### src/rtl/fc_pkg.sv
// Shared definitions for the FC layer sequencer: default geometry, FSM states,
// the per-read tag that travels alongside the datapath, and output saturation.
package fc_pkg;

   localparam int unsigned LANES   = 16;
   localparam int unsigned CHUNKS  = 8;
   localparam int unsigned MAX_OUT = 512;
   localparam int unsigned MUL_LAT = 3;
   localparam int unsigned ACC_W   = 24;
   localparam int unsigned NEUR_W  = $clog2(MAX_OUT);

   typedef enum logic [1:0] {
      StIdle,
      StIssue,
      StDrain,
      StDone
   } fc_state_e;

   typedef struct packed {
      logic              valid;
      logic              first;
      logic              last;
      logic [NEUR_W-1:0] neuron;
   } fc_tag_t;

   function automatic logic [15:0] sat16(input logic signed [31:0] v);
      if (v > 32'sd32767) begin
         return 16'h7fff;
      end else if (v < -32'sd32768) begin
         return 16'h8000;
      end else begin
         return v[15:0];
      end
   endfunction

endpackage

### src/rtl/fc_tag_pipe.sv
// Shift register of read tags; the output stage lines up with the datapath result
// belonging to that read. busy reports any valid tag still in flight.
module fc_tag_pipe #(
   parameter int unsigned DEPTH = 1 + fc_pkg::MUL_LAT
) (
   input  logic            clk,
   input  logic            rst_n,
   input  fc_pkg::fc_tag_t tag_in,
   output fc_pkg::fc_tag_t tag_out,
   output logic            busy
);
   import fc_pkg::*;

   fc_tag_t stage_q [DEPTH];

   always_ff @(posedge clk or negedge rst_n) begin
      if (!rst_n) begin
         for (int i = 0; i < DEPTH; i++) begin
            stage_q[i] <= '0;
         end
      end else begin
         stage_q[0] <= tag_in;
         for (int i = 1; i < DEPTH; i++) begin
            stage_q[i] <= stage_q[i-1];
         end
      end
   end

   always_comb begin
      busy = 1'b0;
      for (int i = 0; i < DEPTH; i++) begin
         busy = busy | stage_q[i].valid;
      end
   end

   assign tag_out = stage_q[DEPTH-1];

endmodule

### src/rtl/fc_sequencer.sv
// Layer sequencer for the 16-lane FC datapath: issues (neuron, chunk) reads back to back,
// follows them through the datapath with tags and accumulates each neuron's partial sums.
module fc_sequencer #(
   parameter int unsigned CHUNKS  = fc_pkg::CHUNKS,
   parameter int unsigned MAX_OUT = fc_pkg::MAX_OUT,
   parameter int unsigned MUL_LAT = fc_pkg::MUL_LAT,
   parameter int unsigned ACC_W   = fc_pkg::ACC_W,
   localparam int unsigned CNT_W  = $clog2(MAX_OUT + 1),
   localparam int unsigned CHK_W  = (CHUNKS > 1) ? $clog2(CHUNKS) : 1,
   localparam int unsigned WGT_W  = $clog2(MAX_OUT * CHUNKS),
   localparam int unsigned IDX_W  = $clog2(MAX_OUT)
) (
   input  logic             clk,
   input  logic             rst_n,
   input  logic             i_start,
   input  logic [CNT_W-1:0] i_out_num,
   output logic             o_busy,
   output logic             o_done,
   output logic [CHK_W-1:0] o_feat_addr,
   output logic [WGT_W-1:0] o_wgt_addr,
   output logic             o_mem_en,
   input  logic [15:0]      i_fc_result,
   output logic             o_wr_en,
   output logic [IDX_W-1:0] o_wr_addr,
   output logic [15:0]      o_wr_data
);
   import fc_pkg::*;

   fc_state_e state_q, state_d;
   logic [CNT_W-1:0] count_q, count_d;
   logic [IDX_W-1:0] neuron_q, neuron_d;
   logic [CHK_W-1:0] chunk_q, chunk_d;
   logic [WGT_W-1:0] wgt_q, wgt_d;
   logic             mem_en_q, mem_en_d;
   logic             busy_q, busy_d;
   logic             done_q, done_d;
   logic             wr_en_q, wr_en_d;
   logic [IDX_W-1:0] wr_addr_q, wr_addr_d;
   logic [15:0]      wr_data_q, wr_data_d;
   logic signed [ACC_W-1:0] acc_q, acc_d;
   logic signed [ACC_W-1:0] fc_ext, acc_sum;

   fc_tag_t tag_in, tag_out;
   logic    pipe_busy;
   logic    chunk_last, issue_last;

   fc_tag_pipe #(
      .DEPTH (1 + MUL_LAT)
   ) u_tag_pipe (
      .clk     (clk),
      .rst_n   (rst_n),
      .tag_in  (tag_in),
      .tag_out (tag_out),
      .busy    (pipe_busy)
   );

   assign chunk_last = (chunk_q == CHK_W'(CHUNKS - 1));
   assign issue_last = chunk_last && (CNT_W'(neuron_q) == count_q - CNT_W'(1));

   always_comb begin
      tag_in = '0;
      if (state_q == StIssue) begin
         tag_in.valid  = 1'b1;
         tag_in.first  = (chunk_q == '0);
         tag_in.last   = chunk_last;
         tag_in.neuron = neuron_q;
      end
   end

   always_comb begin
      state_d  = state_q;
      count_d  = count_q;
      neuron_d = neuron_q;
      chunk_d  = chunk_q;
      wgt_d    = wgt_q;
      unique case (state_q)
         StIdle: begin
            // busy_q still covers the done cycle, so a start there is dropped
            if (i_start && !busy_q) begin
               if (i_out_num != '0) begin
                  count_d  = i_out_num;
                  neuron_d = '0;
                  chunk_d  = '0;
                  wgt_d    = '0;
                  state_d  = StIssue;
               end else begin
                  state_d = StDone;
               end
            end
         end
         StIssue: begin
            if (issue_last) begin
               neuron_d = '0;
               chunk_d  = '0;
               wgt_d    = '0;
               state_d  = StDrain;
            end else begin
               wgt_d = wgt_q + WGT_W'(1);
               if (chunk_last) begin
                  chunk_d  = '0;
                  neuron_d = neuron_q + IDX_W'(1);
               end else begin
                  chunk_d = chunk_q + CHK_W'(1);
               end
            end
         end
         StDrain: begin
            if (!pipe_busy) begin
               state_d = StDone;
            end
         end
         StDone: begin
            state_d = StIdle;
         end
         default: begin
            state_d = StIdle;
         end
      endcase
      mem_en_d = (state_d == StIssue);
      busy_d   = (state_d != StIdle) || (state_q == StDone);
      done_d   = (state_q == StDone);
   end

   always_comb begin
      fc_ext    = {{(ACC_W - 16){i_fc_result[15]}}, i_fc_result};
      acc_sum   = tag_out.first ? fc_ext : acc_q + fc_ext;
      acc_d     = acc_q;
      wr_en_d   = 1'b0;
      wr_addr_d = '0;
      wr_data_d = '0;
      if (tag_out.valid) begin
         acc_d = acc_sum;
         if (tag_out.last) begin
            wr_en_d   = 1'b1;
            wr_addr_d = tag_out.neuron;
            wr_data_d = sat16({{(32 - ACC_W){acc_sum[ACC_W-1]}}, acc_sum});
         end
      end
   end

   always_ff @(posedge clk or negedge rst_n) begin
      if (!rst_n) begin
         state_q   <= StIdle;
         count_q   <= '0;
         neuron_q  <= '0;
         chunk_q   <= '0;
         wgt_q     <= '0;
         mem_en_q  <= 1'b0;
         busy_q    <= 1'b0;
         done_q    <= 1'b0;
         wr_en_q   <= 1'b0;
         wr_addr_q <= '0;
         wr_data_q <= '0;
         acc_q     <= '0;
      end else begin
         state_q   <= state_d;
         count_q   <= count_d;
         neuron_q  <= neuron_d;
         chunk_q   <= chunk_d;
         wgt_q     <= wgt_d;
         mem_en_q  <= mem_en_d;
         busy_q    <= busy_d;
         done_q    <= done_d;
         wr_en_q   <= wr_en_d;
         wr_addr_q <= wr_addr_d;
         wr_data_q <= wr_data_d;
         acc_q     <= acc_d;
      end
   end

   assign o_busy      = busy_q;
   assign o_done      = done_q;
   assign o_feat_addr = chunk_q;
   assign o_wgt_addr  = wgt_q;
   assign o_mem_en    = mem_en_q;
   assign o_wr_en     = wr_en_q;
   assign o_wr_addr   = wr_addr_q;
   assign o_wr_data   = wr_data_q;

endmodule

### config.mk
export PLATFORM = sky130hd
export DESIGN_NAME = fc_sequencer
export DESIGN_NICKNAME = d
export VERILOG_FILES = /design/src/rtl/fc_pkg.sv /design/src/rtl/fc_tag_pipe.sv /design/src/rtl/fc_sequencer.sv
export SDC_FILE = /design/constraint.sdc
export NUM_CORES = 1
export LEC_CHECK = 0
export CAP_MARGIN = 40
export CORE_ASPECT_RATIO = 1.4
export CORE_MARGIN = 2
export CORE_UTILIZATION = 57
export CTS_BUF_LIST = sky130_fd_sc_hd__clkbuf_16
export DETAILED_ROUTE_END_ITERATION = 16
export PLACE_DENSITY = 0.8
export SYNTH_ARGS = -nofsm -noshare
export SYNTH_HDL_FRONTEND = slang
export SYNTH_SLANG_ARGS = --single-unit
### constraint.sdc
create_clock -name clk -period 4.2 [get_ports clk]
set_input_delay 0.63 -clock clk [delete_from_list [all_inputs] [get_ports clk]]
set_output_delay 0.63 -clock clk [all_outputs]
set_load 0.005 [all_outputs]
==> results_dict.tcl, run 1 <==
set metrics [dict create \
    status "complete, no violations" \
    start_util_pct 58.1 \
    fin_util_pct 73.0 \
    design_area_um2 8540 \
    drc 0 \
    finalMaxSlewViolations 0 \
    synthesis.area_um2 6800 \
    min_path_type "input port to asynchronous set/reset pin" \
    arrival_ns 4.23 \
    start_kind "input port" \
    critPathKind "input port to flip-flop" \
    timing.fmax_mhz 256 \
    ys.warnings.count 0 \
    yosysUniqueCellTypes 65 \
    dieArea_um2 12800 \
    drive_above_1_share_pct 13.9 \
    grt_usage_pct 30.0 \
    first_iter_violations 318 \
    finClkSkew_ns 0.0130 \
    grt_max_degree 80 \
    synth-edff-count 0 \
    ys_seq_elements 137 \
    core_area_um2 11700 \
    slew_headroom_pct 35.8 \
    port-buffer-count 72 \
    fill_cells 835 \
    cp_max_fo 15 \
    vias 5613 \
    grt_pass1_vias 5846 \
    post_cts_resized 0 \
    fin_crit_sh_pct 93.0 \
    seq_power_share_pct 30.7 \
    synth_flop_cell "dfrtp_1" \
    synth.avg_cell_area_um2 10.3 \
    antennaDiodeCount 0 \
    synth-seq-area-share_pct 50.4 \
    rsz0062_at_grt "false" \
    setup_violations 0 \
    fp.dieW_um 96.3 \
    p_int_uw 4330 \
    die_height_um 133 \
    cts.clk_slew.worst_paths_ns 0.06 \
    post_drt_wl_per_cell_um 19.6 \
    swShare_pct 39.9 \
    htreeDepth 4 \
    grt_overflow_total 0 \
    holdWs_ns 0.107 \
    clock_power_share_pct 21.6 \
    ios 73 \
    max-vdd-ir-drop_v 0.000471 \
    synth_cells 660 \
    hpwl_um 12800 \
    cts_tree "yes" \
    powerDensity_nw_per_um2 845 \
    synth.area.top_cells "dfrtp_1, ha_1, o21ai_0" \
    combPwrFrac_pct 47.7 \
    routed_wl_um 18200 \
    synth_area_leader_cell "dfrtp_1" \
    p_leak_uw 0.00382 \
    clockRootBuffer "clkbuf_16" \
    drt-vias-per-instance 6.06 \
    multi_input_area_um2 3210 \
    cp-end-kind "flip-flop" \
    clk-insertion-delay-late_ns 0.42 \
    cts.sinks 137 \
    row_count 47 \
    p_switching_uw 2880 \
    place.gp.congestion 1.01 \
    tightest_slew_ns 0.963 \
    synthesis.nets 720 \
    cts_buffers 17 \
    clock_path_buffers 2 \
    hold_violations 0 \
    finalNetCount 826 \
    grt_pass1_wl_um 29200 \
    drv_cap 0 \
    cts_setup_buffers 0 \
    regArea_um2 3430 \
    synth_top_area_share_pct 50.4 \
    period_minus_slack_ns 3.90 \
    async_flop_share_pct 100 \
    syn_to_final_growth_pct 25.7 \
    postCtsHoldBufs 0 \
    worstPathRequired_ns 4.52 \
    firstDrtPassIters 5 \
    dpl_cell_area_um2 7930 \
    drt.antenna.violating_nets 0 \
    antenna_found_initial 0 \
]
## cell type report
class	instances	share of cell area (%)
clock buffer	17	4.98
tap	147	2.15
sequential	137	40.1
timing repair buffer	109	12.2
inverter	17	0.747
clock inverter	15	2.23
multi-input combinational	484	37.6
## kinds of logic (layout without fill, tap and decap cells)
logic type      Yosys count  in the layout  synth area share, %
xor+xnor                 31             31                 3.99
compound gates          181            181                 17.8
buf+inv                  39            158                 2.72
fa+ha+maj                31             31                 5.82
simple gates            221            221                 16.1
flops                   137            137                 50.4
mux                      20             20                 3.17
## state kept, by name (all words and copies together) (netlist names)
| signal | count |
|---|---|
| o_wr_data | 16 |
| o_mem_en | 1 |
| neuron_q | 9 |
| o_feat_addr | 3 |
| o_wr_en | 1 |
| o_wr_addr | 9 |
| u_tag_pipe.tag_out | 12 |
| state_q | 2 |
| o_busy | 1 |
| count_q | 10 |
| u_tag_pipe.stage_q | 36 |
| o_wgt_addr | 12 |
| o_done | 1 |
| acc_q | 24 |
## through the flow
step / TNS, ns / total power (uW) / cells / worst slack, ns
final: 0 / 7220 / 926 / 0.295
after global routing: 0 / 7650 / 926 / 0.199
after CTS: 0 / 7190 / 926 / 0.337
after detailed placement: -0.0460 / 5580 / 894 / -0.0215
after global placement: 0 / 5450 / 892 / 0.0400
after floorplan: 0 / 4270 / 660 / 0.765
## synth_stat cells (all sizes together), types with 5 or more instances
cell      n
a21oi    51
buf       6
inv      15
a31oi     6
ha       30
xnor2    16
and3     20
nand3    14
nand4     5
nand2    58
o22ai    16
and2     18
xor2     15
clkbuf   16
nor4      7
mux2     12
a211oi    8
nand2b    8
o21ai    60
nor2b     7
nor3     14
nor2     54
mux2i     8
dfrtp   137
## per-layer routing
| metal | track usage, % | wire (um) |
|---|---|---|
| met1 | 34.1 | 6860 |
| met2 | 53.5 | 9810 |
| met3 | 5.60 | 828 |
| met4 | 13.6 | 657 |
| met5 | 0 | 0 |
## worst paths after layout
kind | cells after the start | startpoint | slack, ns | to
min in group clk | 0 | u_tag_pipe.stage_q[21]$_DFF_PN0_ | 0.35 | u_tag_pipe.tag_out[9]$_DFF_PN0_
worst max-delay path | 11 | i_fc_result[0] | 0.30 | o_wr_data[0]$_DFF_PN0_
max in group asynchronous | 3 | rst_n | 3.04 | u_tag_pipe.tag_out[10]$_DFF_PN0_
worst min register to register | 0 | u_tag_pipe.stage_q[21]$_DFF_PN0_ | 0.35 | u_tag_pipe.tag_out[9]$_DFF_PN0_
worst min-delay path | 1 | rst_n | 0.11 | o_wr_addr[3]$_DFF_PN0_
worst max register to register | 10 | acc_q[0]$_DFFE_PN0P_ | 0.64 | o_wr_data[0]$_DFF_PN0_
## power groups by stage
stage	combinational, uW	sequential, uW	clock (uW)
3_3_place_gp	3270	2190	0
4_1_cts	3410	2210	1570
6_report	3440	2220	1560
5_1_grt	3750	2270	1630
3_5_place_dp	3370	2210	0
2_1_floorplan	2180	2090	0
## layout by cell type, fill, tap and decap left out, drive strengths merged, types with 3 or more instances in the layout
master	count
dfrtp	137
clkdlybuf4s50	71
o21ai	60
nand2	58
nor2	54
a21oi	51
buf	38
ha	30
inv	22
and3	20
and2	18
clkbuf	17
xnor2	16
o22ai	16
xor2	15
nor3	14
nand3	14
mux2	12
mux2i	8
nand2b	8
a211oi	8
nor2b	7
nor4	7
a31oi	6
clkinv	6
nand4	5
o21a	4
a21o	4
o31ai	4
or3	4
o211ai	4
a22o	3
or4	3
bufinv	3
o41ai	3
## critical path, cell delays in order
cell and delay [ns]:
clkdlybuf4s50_1 0.47, ha_1 0.28, fa_1 0.45, a211oi_2 0.30
o211ai_2 0.15, a41o_1 0.32, a21boi_0 0.23, mux2i_1 0.18
or4b_1 0.52, o41a_4 0.50, o22ai_1 0.20
Note: power is estimated with default switching activity, not from simulation.
==> run 2: changes to the inputs <==
--- a/config.mk
+++ b/config.mk
@@ -7,7 +7,7 @@
 export LEC_CHECK = 0
 export CAP_MARGIN = 40
 export CORE_ASPECT_RATIO = 1.4
-export CORE_MARGIN = 2
+export CORE_MARGIN = 4
 export CORE_UTILIZATION = 57
 export CTS_BUF_LIST = sky130_fd_sc_hd__clkbuf_16
 export DETAILED_ROUTE_END_ITERATION = 16
==> results_dict.tcl, run 2 (synthesized netlist as in run 1, its figures left out) <==
set metrics [dict create \
    status "complete, no violations" \
    cts_setup_buffers 0 \
    seq_power_share_pct 31.3 \
    mostFrequentLayoutCells "dfrtp_1, clkdlybuf4s50_1, o21ai_0" \
    antenna_found_initial 0 \
    drt-vias-per-instance 5.97 \
    grt_overflow_total 0 \
    finClkSkew_ns 0.00951 \
    worstPathRequired_ns 4.53 \
    dieArea_um2 13800 \
    cts.clk_slew.worst_paths_ns 0.07 \
    cts_tree "yes" \
    die_height_um 137 \
    grt_max_degree 98 \
    port-buffer-count 72 \
    syn_to_final_growth_pct 24.2 \
    row_count 46 \
    vias 5460 \
    max-vdd-ir-drop_v 0.000444 \
    first_iter_violations 411 \
    drt.antenna.violating_nets 0 \
    r2r-start "acc_q[0]$_DFFE_PN0P_" \
    hpwl_um 12400 \
    grt_pass1_vias 5711 \
    ios 73 \
    fp.dieW_um 100 \
    timing.fmax_mhz 261 \
    tns_ns 0 \
    cts.sinks 137 \
    cp-end-kind "flip-flop" \
    fill_cells 817 \
    hold_violations 0 \
    r2r-end "o_wr_data[2]$_DFF_PN0_" \
    pre_cts_slack_ns 0.0249 \
    final_common_cell "dfrtp_1" \
    htreeDepth 4 \
    start_kind "input port" \
    finalWorstSetupSlack_ns 0.375 \
    reg2reg_depth 10 \
    clock_power_share_pct 20.6 \
    drv_cap 0 \
    core_area_um2 11500 \
    finalMaxSlewViolations 0 \
    endpoint "o_wr_data[2]$_DFF_PN0_" \
    critPathKind "input port to flip-flop" \
    grt_pass1_wl_um 28800 \
    rsz0062_at_grt "false" \
    start_util_pct 59.0 \
    slew_headroom_pct 46.6 \
    drc 0 \
    arrival_ns 4.15 \
    powerDensity_nw_per_um2 825 \
    clock_path_buffers 2 \
    clockRootBuffer "clkbuf_16" \
    crit_start "i_fc_result[0]" \
    min_path_type "input port to asynchronous set/reset pin" \
    antennaDiodeCount 0 \
    clk-insertion-delay-late_ns 0.42 \
    drive_above_1_share_pct 13.1 \
    firstDrtPassIters 5 \
    tightest_slew_ns 0.792 \
    p_int_uw 4130 \
    post_cts_resized 0 \
    setup_violations 0 \
    fin_crit_sh_pct 91.1 \
    regMostFlops "u_tag_pipe.stage_q" \
    largest_reg_flops 36 \
    post_drt_wl_per_cell_um 18.9 \
    combPwrFrac_pct 48.1 \
    cp_max_fo 15 \
    p_total_uw 6960 \
    postCtsHoldBufs 0 \
    r2r_slack_ns 0.73 \
    routed_wl_um 17300 \
    p_leak_uw 0.00376 \
    swShare_pct 40.7 \
    grt_usage_pct 26.9 \
    period_minus_slack_ns 3.82 \
    p_switching_uw 2830 \
    cts_buffers 17 \
    finalNetCount 817 \
    place.gp.congestion 0.940 \
]
-- run 2: cell types whose count changed in the layout (fill, tap and decap cells not counted), sizes merged --
cell / before / now
inv: 22 / 24
buf: 38 / 29
clkinvlp: 1 / 2
bufinv: 3 / 0
-- run 2: metal layers --
| layer | routed length, um | global-route usage (%) | up-vias |
|---|---|---|---|
| met3 | 796 | 5.67 | 42 |
| met4 | 536 | 11.7 | 0 |
| met2 | 9140 | 46.9 | 162 |
| li1 | - | - | 2581 |
| met1 | 6800 | 32.0 | 2675 |
| met5 | 0 | 0 | - |
-- run 2: final cells by class --
| cell class | count | area, um^2 | area share, % |
|---|---|---|---|
| multi-input cells | 484 | 3210 | 38.0 |
| clock buffers | 17 | 425 | 5.04 |
| flip-flops and latches | 137 | 3430 | 40.6 |
| clock inverters | 15 | 149 | 1.76 |
| repair buffers | 100 | 985 | 11.7 |
| inverters | 17 | 63.8 | 0.756 |
| well taps | 144 | 180 | 2.13 |
-- run 2: stage by stage --
stage / cell area [um^2] / hold slack (ns) / std cells / utilization (%)
finish: 8440 / 0.0226 / 914 / 73.3
global route: 8440 / 0.0127 / 914 / 73.3
global placement: 7820 / 0.332 / 879 / 67.9
floorplan: 6800 / 0.331 / 660 / -
detailed placement: 7870 / 0.335 / 882 / 68.3
CTS: 8440 / 0.0164 / 914 / 73.3
-- run 2: power groups by stage --
| stage | Sequential, uW | Clock (uW) | Combinational [uW] |
|---|---|---|---|
| CTS | 2180 | 1450 | 3330 |
| global route | 2250 | 1520 | 3680 |
| global placement | 2190 | 0 | 3160 |
| finish | 2180 | 1430 | 3350 |
| floorplan | 2090 | 0 | 2180 |
| detailed placement | 2200 | 0 | 3280 |
-- run 2: how the worst min path moves through the flow --
stage,from,end,slack [ns],cells after the start
floorplan,rst_n,acc_q[0]$_DFFE_PN0P_,0.33,0
global placement,u_tag_pipe.stage_q[14]$_DFF_PN0_,u_tag_pipe.tag_out[2]$_DFF_PN0_,0.33,0
detailed placement,u_tag_pipe.stage_q[22]$_DFF_PN0_,u_tag_pipe.tag_out[10]$_DFF_PN0_,0.33,0
CTS,rst_n,o_wr_addr[3]$_DFF_PN0_,0.02,1
global route,rst_n,o_wr_addr[3]$_DFF_PN0_,0.01,1
finish,rst_n,o_wr_addr[3]$_DFF_PN0_,0.02,1
-- run 2: critical path: stages --
cell and delay [ns]:
clkdlybuf4s50_1 0.48, ha_1 0.28, fa_1 0.41, a211oi_2 0.26
o211ai_2 0.15, a41o_1 0.32, a21oi_1 0.21, mux2i_1 0.15
or4b_1 0.55, o41a_4 0.50, o22ai_1 0.20
==> run 3: changes to the inputs <==
--- a/config.mk
+++ b/config.mk
@@ -10,8 +10,11 @@
 export CORE_MARGIN = 4
 export CORE_UTILIZATION = 57
 export CTS_BUF_LIST = sky130_fd_sc_hd__clkbuf_16
+export CTS_CLUSTER_SIZE = 25
 export DETAILED_ROUTE_END_ITERATION = 16
 export PLACE_DENSITY = 0.8
+export SKIP_CTS_REPAIR_TIMING = 1
+export SKIP_LAST_GASP = 1
 export SYNTH_ARGS = -nofsm -noshare
 export SYNTH_HDL_FRONTEND = slang
 export SYNTH_SLANG_ARGS = --single-unit
==> results of run 3 <==
Final layout, timing and power as in run 2 (identical DEF).
==> RTL change 1: new RTL, config.mk and constraints of run 3 <==
The output `o_done` loses its register stage (`done_q` becomes a continuous assignment).
--- a/src/rtl/fc_sequencer.sv
+++ b/src/rtl/fc_sequencer.sv
@@ -147,7 +147,6 @@
          wgt_q     <= '0;
          mem_en_q  <= 1'b0;
          busy_q    <= 1'b0;
-         done_q    <= 1'b0;
          wr_en_q   <= 1'b0;
          wr_addr_q <= '0;
          wr_data_q <= '0;
@@ -160,13 +159,14 @@
          wgt_q     <= wgt_d;
          mem_en_q  <= mem_en_d;
          busy_q    <= busy_d;
-         done_q    <= done_d;
          wr_en_q   <= wr_en_d;
          wr_addr_q <= wr_addr_d;
          wr_data_q <= wr_data_d;
          acc_q     <= acc_d;
       end
    end
+
+   assign done_q = done_d;
 
    assign o_busy      = busy_q;
    assign o_done      = done_q;
Function: changed (a bounded check fails within 4 cycles, from zero or initial values and one cycle with rst_n low).
==> RTL change 1 against run 3 <==
  * Synthesized area is 0.37% lower
  * Utilization increased by 0.27 points
  * Design area is 0.13% lower
  * Sequential cell count is 1 lower
  * First-iteration DRC count is 29% lower
  * Non-clock buffer count up 3
  * Wire length rose by 1.0%
  * Via count grew 0.86%
  * Worst setup slack got worse by 47 ps
  * Die area fell by 0.34%
  * Synthesized cell count down 0.15%
  * Total power increased by 0.52%
  * Register-to-register slack hardly changed
  * Critical endpoint is now o_wr_data[0]$_DFF_PN0_
==> RTL change 1: results (changes against run 3) <==
* Synth Area in Compound Gates at 17.9% (was 17.8%)
* Wire length on met3 at 813 um (was 796 um)
* Total track usage at 27.4% (was 26.9%)
* Worst VDD drop at 0.444 mV (about the same)
* Buffering overhead at 11.7% (about the same)
* Largest net degree at the start of global routing at 89 (was 98)
* Post-synthesis adder-cell area fraction at 5.84% (was 5.82%)
* Met3 Use GR at 5.35% (was 5.67%)
* Largest stage delay, worst path at 660 ps (was 550 ps)
* CP startpoint: i_fc_result[15] (was i_fc_result[0])
* Vias in the first global route at 5,801 (was 5,711)
* Share of layout cells above drive strength 1 at 13.3% (was 13.1%)
* Detailed Route WL at 17,400 um (was 17,300 um)
* GP Congestion at 0.923 (was 0.940)
* # fillers at 770 (was 817)
* Met2 WL at 9180 um (was 9140 um)
* GRT met2 Usage at 48.1% (was 46.9%)
* Synth top area cells: dfrtp_1, ha_1, o21ai_0 (unchanged)
* Post-synth top cells: dfrtp_1, o21ai_0, nand2_1, nor2_1, a21oi_1 (unchanged)
* Vias per std cell at 6.01 (was 5.97)
* Outcome: complete, no violations (unchanged)
* Fraction of area in registers at 40.4% (was 40.6%)
* Slowest cell on the critical path: clkdlybuf4s50_1 (was or4b_1)
* DRT met1 WL at 6780 um (was 6800 um)
* CP arrival at 4140 ps (was 4150 ps)
* Worst Clk Skew at 9.64 ps (was 9.51 ps)
* M1 GR Usage at 32.0% (about the same)
* Pleak at 3.75 nW (was 3.76 nW)
* Post-synthesis mux area share at 3.18% (was 3.17%)
* Crit path capture: o_wr_data[0]$_DFF_PN0_ (was o_wr_data[2]$_DFF_PN0_)
RTL change 1: metrics by stage:
| step | instances | area, um2 | hold slack, ps | setup slack [ps] |
|---|---|---|---|---|
| after detailed placement | 884 | 7840 | 336 | 18.7 |
| after global placement | 882 | 7810 | 332 | 58.4 |
| final | 916 | 8430 | 256 | 329 |
| after global routing | 916 | 8430 | 310 | 248 |
| after floorplan | 659 | 6770 | 331 | 765 |
| after CTS | 916 | 8430 | 282 | 394 |
RTL change 1: power breakdown:
group | switching [mW] | total (mW) | internal [mW]
Sequential | 0.364 | 2.17 | 1.81
Combinational | 1.85 | 3.36 | 1.51
Clock | 0.621 | 1.46 | 0.839
Total | 2.84 | 7.00 | 4.16
RTL change 1: critical path: cells and delay by family:
kind | cells | cell delay, ps
buffers and inverters | 2 | 850
and+or+nand+nor | 2 | 480
adders and majority gates | 1 | 590
AOI/OAI and AO/OA | 5 | 1320
muxes | 1 | 270
==> RTL change 2: new RTL, config.mk and constraints of run 3 <==
Without the edit above. `MAX_OUT`: 512 -> 256.
--- a/src/rtl/fc_pkg.sv
+++ b/src/rtl/fc_pkg.sv
@@ -4,7 +4,7 @@
 
    localparam int unsigned LANES   = 16;
    localparam int unsigned CHUNKS  = 8;
-   localparam int unsigned MAX_OUT = 512;
+   localparam int unsigned MAX_OUT = 256;
    localparam int unsigned MUL_LAT = 3;
    localparam int unsigned ACC_W   = 24;
    localparam int unsigned NEUR_W  = $clog2(MAX_OUT);
Ports: changed (resized i_out_num, o_wgt_addr and o_wr_addr); port bits go from 73 to 70. No check against the original RTL was run, so the function may have changed too.
==> RTL change 2 against run 3 <==
  * Design area fell by 9.4%
  * Sequential power down 17%
  * Wire length decreased by 20%
  * Clock skew decreased by 2.8 ps
  * Worst setup slack better by 140 ps
  * Total power decreased by 20%
  * Global-route usage is 3.1 points lower
  * Sequential cell count down 8
  * Synthesized area decreased by 9.2%
  * Utilization is 0.25 points lower
==> RTL change 2: results (changes against run 3) <==
* Outcome: complete, no violations (unchanged)
* Period minus WS final at 3690 ps (was 3820 ps)
* Worst VDD drop at 0.461 mV (was 0.444 mV)
* 1st-iter DRT viols at 275 (was 411)
* Vias in the first global route at 4,977 (was 5,711)
* Seq pwr share at 32.1% (was 31.3%)
* Wire length on met3 at 754 um (was 796 um)
* P_int at 3.36 mW (was 4.13 mW)
* Met3 Use GR at 5.32% (was 5.67%)
* Post-synth top cells: dfrtp_1, nor2_1, nand2_1, a21oi_1, o21ai_0 (was dfrtp_1, o21ai_0, nand2_1, nor2_1, a21oi_1)
* Seq. pwr at 1.80 mW (was 2.18 mW)
* DP Area at 7040 um2 (was 7870 um2)
* DP Cell Count at 801 (was 882)
* GRT met2 Usage at 39.1% (was 46.9%)
* Vias per std cell at 5.80 (was 5.97)
* I/O Buffers at 69 (was 72)
* Total number of vias at 4,834 (was 5,460)
* Largest register FFs at 33 (was 36)
* Dpl ws at 161 ps (was 24.9 ps)
* Slew @ Worst Pin at 698 ps (was 792 ps)
* Met2 WL at 7110 um (was 9140 um)
* GP Congestion at 0.940 (about the same)
* CTS buffer count at 17 (unchanged)
* Xor/xnor cell area share of the yosys netlist at 4.97% (was 3.99%)
* Largest net degree at the start of global routing at 69 (was 98)
* # fillers at 762 (was 817)
* Comb group at 2.35 mW (was 3.35 mW)
* Layout net count at 741 (was 817)
* DRT met1 WL at 5680 um (was 6800 um)
* Post-synthesis mux area share at 2.43% (was 3.17%)
* M1 GR Usage at 30.7% (was 32.0%)
* Asr flop ratio synth at 100% (unchanged)
* Synth top area cells: dfrtp_1, ha_1, a21oi_1 (was dfrtp_1, ha_1, o21ai_0)
* Pleak at 3.54 nW (was 3.76 nW)
* First-pass GRT wire length at 23,600 um (was 28,800 um)
* Share of layout cells above drive strength 1 at 8.49% (was 13.1%)
* Syn Nets at 663 (was 720)
* Detailed placement HPWL at 9870 um (was 12,400 um)
* WL per Instance at 16.6 um (was 18.9 um)
* Largest family of logic cells by synthesized area: simple AND/OR/NAND/NOR gates (was compound AO/OA/AOI/OAI gates)
* Reg area at 3230 um2 (was 3430 um2)
* Root Buffer: clkbuf_16 (unchanged)
* Post-synthesis adder-cell area fraction at 6.41% (was 5.82%)
* Crit Path Max Fanout at 14 (was 15)
* Highest routed layer: met4 (unchanged)
* Synth Instances at 604 (was 660)
* Synth Area in Compound Gates at 15.4% (was 17.8%)
* Sequential area share after synthesis at 52.3% (was 50.4%)
## RTL change 2: changes by cell type in the layout (fill, tap and decap cells not counted), moves of 6 or more
| cell | delta |
|---|---|
| o21ai_0 | -17 |
| buf_4 | -13 |
| o22ai_2 | -10 |
| and2_1 | -9 |
| nand2_1 | -9 |
| dfrtp_1 | -8 |
| a21o_1 | +7 |
| nor2_1 | +6 |
## RTL change 2: worst paths after layout
kind | start | cells after the start | slack, ps | to
min in group clk | u_tag_pipe.stage_q[29]$_DFF_PN0_ | 0 | 340 | u_tag_pipe.stage_q[18]$_DFF_PN0_
worst min register to register | u_tag_pipe.stage_q[29]$_DFF_PN0_ | 0 | 340 | u_tag_pipe.stage_q[18]$_DFF_PN0_
worst min-delay path | rst_n | 1 | 80 | o_wgt_addr[8]$_DFFE_PN0P_
worst max-delay path | i_fc_result[4] | 13 | 510 | o_wr_data[6]$_DFF_PN0_
worst max register to register | acc_q[4]$_DFFE_PN0P_ | 12 | 810 | o_wr_data[6]$_DFF_PN0_
max in group asynchronous | rst_n | 3 | 3170 | acc_q[19]$_DFFE_PN0P_
## RTL change 2: critical path: stages
cell,delay [ps]
clkdlybuf4s50_1,430
ha_1,370
a21o_1,190
a31o_1,200
o21ba_1,210
or2_1,260
o21ai_0,370
a21oi_1,270
mux2i_1,200
and3_1,260
a211oi_2,210
buf_4,230
o21ai_0,130
## RTL change 2: area by class of cell
| type | instances | area share, % |
|---|---|---|
| Clock inverter | 15 | 2.26 |
| Tap cell | 138 | 2.26 |
| Inverter | 15 | 0.737 |
| Clock buffer | 17 | 5.57 |
| Timing Repair Buffer | 80 | 10.3 |
| Multi-Input combinational cell | 439 | 36.6 |
| Sequential cell | 129 | 42.2 |
